[config.mk]
export PLATFORM = sky130hd
export DESIGN_NAME = uart_rx
export DESIGN_NICKNAME = d
export VERILOG_FILES = /design/src/rtl/uart_rx_pkg.sv /design/src/rtl/uart_rx_sync2.sv /design/src/rtl/uart_rx.sv
export SDC_FILE = /design/constraint.sdc
export NUM_CORES = 1
export LEC_CHECK = 0
export ABC_AREA = 1
export BUFFER_PORTS_ARGS = -buffer_cell sky130_fd_sc_hd__buf_2
export CORE_MARGIN = 5
export CORE_UTILIZATION = 61
export DETAILED_ROUTE_END_ITERATION = 10
export GPL_ROUTABILITY_DRIVEN = 0
export PLACE_DENSITY_LB_ADDON = 0.08
export SKIP_LAST_GASP = 1
export SYNTH_ARGS = -nofsm -noshare
export SYNTH_HDL_FRONTEND = slang
export SYNTH_SLANG_ARGS = --single-unit
[constraint.sdc]
create_clock -name clock_i -period 3.11 [get_ports clock_i]
set_input_delay 0.622 -clock clock_i [delete_from_list [all_inputs] [get_ports clock_i]]
set_output_delay 0.622 -clock clock_i [all_outputs]
set_load 0.005 [all_outputs]
[src/rtl/uart_rx_pkg.sv]
//------------------------------------------------------------------------------
// Module  : uart_rx_pkg
// Brief   : Shared UART constants and receiver state encoding.
// Rev     : 1.0 - initial release
//------------------------------------------------------------------------------
`default_nettype none

package uart_rx_pkg;

    // Receiver FSM states
    typedef enum logic [2:0] {
        ST_IDLE  = 3'd0,
        ST_START = 3'd1,
        ST_DATA  = 3'd2,
        ST_STOP  = 3'd3,
        ST_BREAK = 3'd4
    } uart_state_t;

    // 115200 baud from a 12 MHz clock; shared with the transmitter
    localparam int DEFAULT_CLOCKS_PER_BAUD = 104;

    // 8N1 frame shape
    localparam int   DATA_BITS  = 8;
    localparam logic STOP_LEVEL = 1'b1;

endpackage

`default_nettype wire

[src/rtl/uart_rx_sync2.sv]
//------------------------------------------------------------------------------
// Module  : uart_rx_sync2
// Brief   : Two-flop synchronizer for an asynchronous single-bit input.
// Rev     : 1.0 - initial release
//------------------------------------------------------------------------------
`default_nettype none

module uart_rx_sync2 #(
    parameter logic RESET_VALUE = 1'b1
) (
    input  logic clock_i,
    input  logic reset_i,
    input  logic d_i,
    output logic q_o
);

    logic meta;

    // Two stages; the reset value should match the pin's idle level
    always_ff @(posedge clock_i) begin
        if (reset_i) begin
            meta <= RESET_VALUE;
            q_o  <= RESET_VALUE;
        end else begin
            meta <= d_i;
            q_o  <= meta;
        end
    end

endmodule

`default_nettype wire

[src/rtl/uart_rx.sv]
//------------------------------------------------------------------------------
// Module  : uart_rx
// Brief   : 8N1 UART receiver with mid-bit sampling, one-cycle valid and
//           frame-error strobes, and break detection.
// Rev     : 1.0 - initial release
//------------------------------------------------------------------------------
`default_nettype none

module uart_rx
    import uart_rx_pkg::*;
#(
    parameter int CLOCKS_PER_BAUD = DEFAULT_CLOCKS_PER_BAUD
) (
    input  logic       clock_i,
    input  logic       reset_i,
    input  logic       rx_i,
    output logic [7:0] data_o,
    output logic       valid_o,
    output logic       frame_error_o,
    output logic       busy_o
);

    localparam int HALF_BAUD = CLOCKS_PER_BAUD / 2;
    localparam int CNT_W     = $clog2(CLOCKS_PER_BAUD);

    localparam logic [CNT_W-1:0] HALF_LOAD = CNT_W'(HALF_BAUD - 1);
    localparam logic [CNT_W-1:0] FULL_LOAD = CNT_W'(CLOCKS_PER_BAUD - 1);
    localparam logic [2:0]       LAST_BIT  = 3'(DATA_BITS - 1);

    uart_state_t      state;
    uart_state_t      next_state;
    logic             rx_s;
    logic             tick;
    logic [CNT_W-1:0] baud_cnt;
    logic [CNT_W-1:0] baud_cnt_next;
    logic [2:0]       bit_cnt;
    logic [2:0]       bit_cnt_next;
    logic [7:0]       shift_reg;
    logic [7:0]       shift_next;
    logic [7:0]       data_next;
    logic             valid_next;
    logic             frame_error_next;

    uart_rx_sync2 #(
        .RESET_VALUE (1'b1)
    ) u_sync (
        .clock_i (clock_i),
        .reset_i (reset_i),
        .d_i     (rx_i),
        .q_o     (rx_s)
    );

    assign tick = (baud_cnt == '0);

    // State and datapath registers; busy follows the state it will be in
    always_ff @(posedge clock_i) begin
        if (reset_i) begin
            state         <= ST_IDLE;
            baud_cnt      <= '0;
            bit_cnt       <= '0;
            shift_reg     <= '0;
            data_o        <= '0;
            valid_o       <= 1'b0;
            frame_error_o <= 1'b0;
            busy_o        <= 1'b0;
        end else begin
            state         <= next_state;
            baud_cnt      <= baud_cnt_next;
            bit_cnt       <= bit_cnt_next;
            shift_reg     <= shift_next;
            data_o        <= data_next;
            valid_o       <= valid_next;
            frame_error_o <= frame_error_next;
            busy_o        <= (next_state != ST_IDLE);
        end
    end

    // Next-state decision, driven only by the synchronized line and ticks
    always_comb begin
        next_state = state;
        case (state)
            ST_IDLE:  if (!rx_s) next_state = ST_START;
            ST_START: if (tick) next_state = rx_s ? ST_IDLE : ST_DATA;
            ST_DATA:  if (tick && (bit_cnt == LAST_BIT)) next_state = ST_STOP;
            ST_STOP:  if (tick) next_state = (rx_s == STOP_LEVEL) ? ST_IDLE : ST_BREAK;
            ST_BREAK: if (rx_s) next_state = ST_IDLE;
            default:  next_state = ST_IDLE;
        endcase
    end

    // Counter loads, bit shifting and the one-cycle strobes
    always_comb begin
        baud_cnt_next    = tick ? baud_cnt : baud_cnt - 1'b1;
        bit_cnt_next     = bit_cnt;
        shift_next       = shift_reg;
        data_next        = data_o;
        valid_next       = 1'b0;
        frame_error_next = 1'b0;
        case (state)
            ST_IDLE: begin
                if (!rx_s) baud_cnt_next = HALF_LOAD;
            end
            ST_START: begin
                if (tick && !rx_s) begin
                    baud_cnt_next = FULL_LOAD;
                    bit_cnt_next  = '0;
                end
            end
            ST_DATA: begin
                if (tick) begin
                    // LSB arrives first, so shift in from the top
                    shift_next    = {rx_s, shift_reg[7:1]};
                    baud_cnt_next = FULL_LOAD;
                    bit_cnt_next  = bit_cnt + 1'b1;
                end
            end
            ST_STOP: begin
                if (tick) begin
                    if (rx_s == STOP_LEVEL) begin
                        data_next  = shift_reg;
                        valid_next = 1'b1;
                    end else begin
                        frame_error_next = 1'b1;
                    end
                end
            end
            default: begin
            end
        endcase
    end

endmodule

`default_nettype wire

==> run_results.csv <==
group,metric,value,unit
finish,area_delta_synth_final,9.25,%
sta,unrepaired_setup_endpoints_after_global_routing,"false",
clocking,setup_fix_bufs_post_cts,0,
synthesis,main_area_contributors_after_synthesis,"dfxtp_1, inv_1, o21ai_0",
hold_path,worst_hold_startpoint,"u_sync.meta",
detailed_routing,initialDrtViolationCount,42,
finish,antenna_cells,0,
worst_setup_path,timing.reg2reg.worst_path_depth,7,
synthesis,synth.avg_cell_area,8.07,sq um
detailed_routing,drt-wirelength-per-cell,11.4,microns
detailed_routing,avgViaCountPerCell,5.03,
worst_setup_path,r2r_slack,1500,ps
sta,period_share,0.519,
synthesis,syn_area,1460,sq um
sta,timing.final.setup_violations,0,
worst_setup_path,cp_data_arrival_time,1840,ps
worst_setup_path,largest_fanout_on_the_critical_path,17,
worst_setup_path,r2r-end,"data_o[7]",
sta,fin_crit,1610,ps
sta,report.final.slew_viol_count,0,
synthesis,yosys_top_cell_area_share,0.466,
sta,finalHoldWorstSlack,419,ps
worst_setup_path,timing.setup.critical_path_class,"register to register",
sta,worst_clock_skew,10.2,ps
finish,drive_above_1_share,0.192,
synthesis,synth_cells,181,
clocking,worst_skew_pair.late_latency,330,ps
hold_path,worst_hold_path.endpoint,"u_sync.q_o",
floorplanning,core,2250,sq um
floorplanning,die_area,3470,sq um
worst_setup_path,critPathLaunchType,"register",
placed_design,placedCellCount,218,
detailed_routing,remaining_drc_errors,0,
grt,grt_max_degree,25,
worst_setup_path,cp-end-kind,"register",
synthesis,syn_nets,187,
power_and_ir_drop,static-leakage-power,0.754,nW
hold_path,min_path_type,"register to register",
sta,totalNegativeSetupSlack,0,ps
detailed_routing,num_vias,1136,
synthesis,yosysTopAreaCell,"dfxtp_1",
job,cap_violations,0,
power_and_ir_drop,switching_power,0.366,mW
detailed_routing,finalWirelength,2580,microns
finish,finish.cell_count_without_fillers,226,
synthesis,dominant_register_cell_in_the_synthesized_netlist,"dfxtp_1",
worst_setup_path,max_stage_delay,320,ps
outcome,run_status,"finished clean",
synthesis,post_synth_num_cell_types,29,
floorplanning,die_width,58.9,microns
grt,antenna_found_initial,0,
power_and_ir_drop,fin_total_pwr,1.06,mW
clocking,clkSinkCount,34,
worst_setup_path,worst_ep_required_time,3340,ps
finish,fin_nets,203,
power_and_ir_drop,sw_frac_of_total,0.346,
floorplanning,initial_core_util,0.648,
synthesis,synth_most_common_cell,"dfxtp_1",
synthesis,yosysWarningCount,0,
placed_design,place_hpwl,1920,microns
grt,grt_util_all_layers,0.175,
clocking,max-clock-path-buffers,2,
placed_design,io_buffer_count,13,
sta,worstMarginPinSlew,552,ps
floorplanning,pin_count,14,
clocking,post_cts_resize_count,0,
synthesis,postSynthRegisterBits,34,
grt,grt_first_pass_wirelength,4380,microns
sta,worst_slew_margin_rel,0.632,
power_and_ir_drop,irDropWorstVdd,511,uV
finish,fillerInstances,197,
worst_setup_path,timing.critical_path.slowest_stage_cell,"dfxtp_1",
synthesis,synth_sequential_area_ratio,0.466,
power_and_ir_drop,combinationalPowerShare,0.296,
hold_path,hold_path_depth,1,
clocking,cts.htree.levels,2,
clocking,cts_hold_buffers,0,
power_and_ir_drop,clock_power_share,0.234,
worst_setup_path,crit_buf_inv,1,
synthesis,synthArstFlopShare,0,
power_and_ir_drop,power-per-cell-area,663,nW/um^2
synthesis,number_of_enable_type_register_cells_in_the_synthesized_netlist,0,
sta,hold_violations,0,
clocking,cts_made_buffers,5,
floorplanning,row_count,17,
worst_setup_path,critical-path-top-delay-family,"simple AND/OR/NAND/NOR gates",
detailed_routing,firstDrtPassIters,5,
power_and_ir_drop,p_int,0.692,mW
clocking,clock_tree_from_tritoncts,"done",
sta,fmax,620,MHz
floorplanning,die_y,58.9,microns
grt,grt_pass1_vias,972,
synthesis,ys_top_cells_by_count,"dfxtp_1, inv_1, o21ai_0",
grt,grt_overflow,0,
clocking,path_clk_slew,100,ps
clocking,cts_root_buf,"clkbuf_4",
power_and_ir_drop,sequentialPowerShare,0.470,
worst_setup_path,critical_path.reg2reg.startpoint,"baud_cnt[0]",
detailed_routing,antenna_left,0,
worst_setup_path,critical_path.cell_chain,"inv_1 -> ha_1 -> nand2_2 -> nor2_8 -> nand3_4 -> o21ai_0 -> a21oi_1",
## per-layer routing
metal,routed length [microns],vias up,global-route usage
met4,14,0,0.0874
li1,-,610,-
met5,0,-,0
met3,138,2,0.0789
met2,1160,23,0.268
met1,1260,501,0.204
## power groups by stage
stage,clock network (mW),logic (mW),registers (mW)
finish,0.247,0.313,0.498
floorplan,0,0.262,0.503
global route,0.283,0.354,0.503
detailed placement,0,0.311,0.507
CTS,0.255,0.313,0.497
global placement,0,0.302,0.506
## logic make-up (layout without fill, tap and decap cells)
family	after synthesis	after routing	share of synthesized area
AO/OA/AOI/OAI	43	43	0.162
adder cells (fa/ha/maj)	3	3	0.0257
XOR/XNOR	2	2	0.0120
buffers and inverters	35	52	0.100
flip-flops	34	34	0.466
AND/OR/NAND/NOR	64	64	0.234
## cells in the final DEF, fill, tap and decap left out, types with 5 or more instances in the layout
| cell type | count |
|---|---|
| a21oi_1 | 18 |
| buf_2 | 13 |
| clkbuf_4 | 5 |
| dfxtp_1 | 34 |
| inv_1 | 28 |
| nand2_1 | 19 |
| nand3_1 | 10 |
| nor2_1 | 20 |
| o21ai_0 | 21 |
## stage by stage
step | instance area [sq um] | utilization | setup slack (ps)
2_1_floorplan | 1460 | - | 1720
3_3_place_gp | 1540 | 0.681 | 1540
3_5_place_dp | 1540 | 0.681 | 1490
4_1_cts | 1600 | 0.708 | 1480
5_1_grt | 1600 | 0.708 | 1340
6_report | 1600 | 0.708 | 1500
## how the worst max path moves through the flow
stage	depth (start not counted)	startpoint	slack, ps	end
finish	7	baud_cnt[0]	1500	data_o[7]
global route	7	baud_cnt[0]	1340	data_o[5]
CTS	7	baud_cnt[0]	1480	data_o[7]
detailed placement	4	reset_i	1490	data_o[7]
global placement	4	reset_i	1540	data_o[5]
floorplan	8	baud_cnt[0]	1720	data_o[6]
## area by class of cell
class / instances / area, sq um / share of cell area
clock buffers: 7 / 55.1 / 0.0345
clock inverters: 1 / 5.00 / 0.00314
inverters: 31 / 121 / 0.0761
multi-input cells: 112 / 633 / 0.397
flip-flops and latches: 34 / 681 / 0.427
well taps: 28 / 35.0 / 0.0220
repair buffers: 13 / 65.1 / 0.0408
No activity file was read; power rests on OpenSTA's default activity.
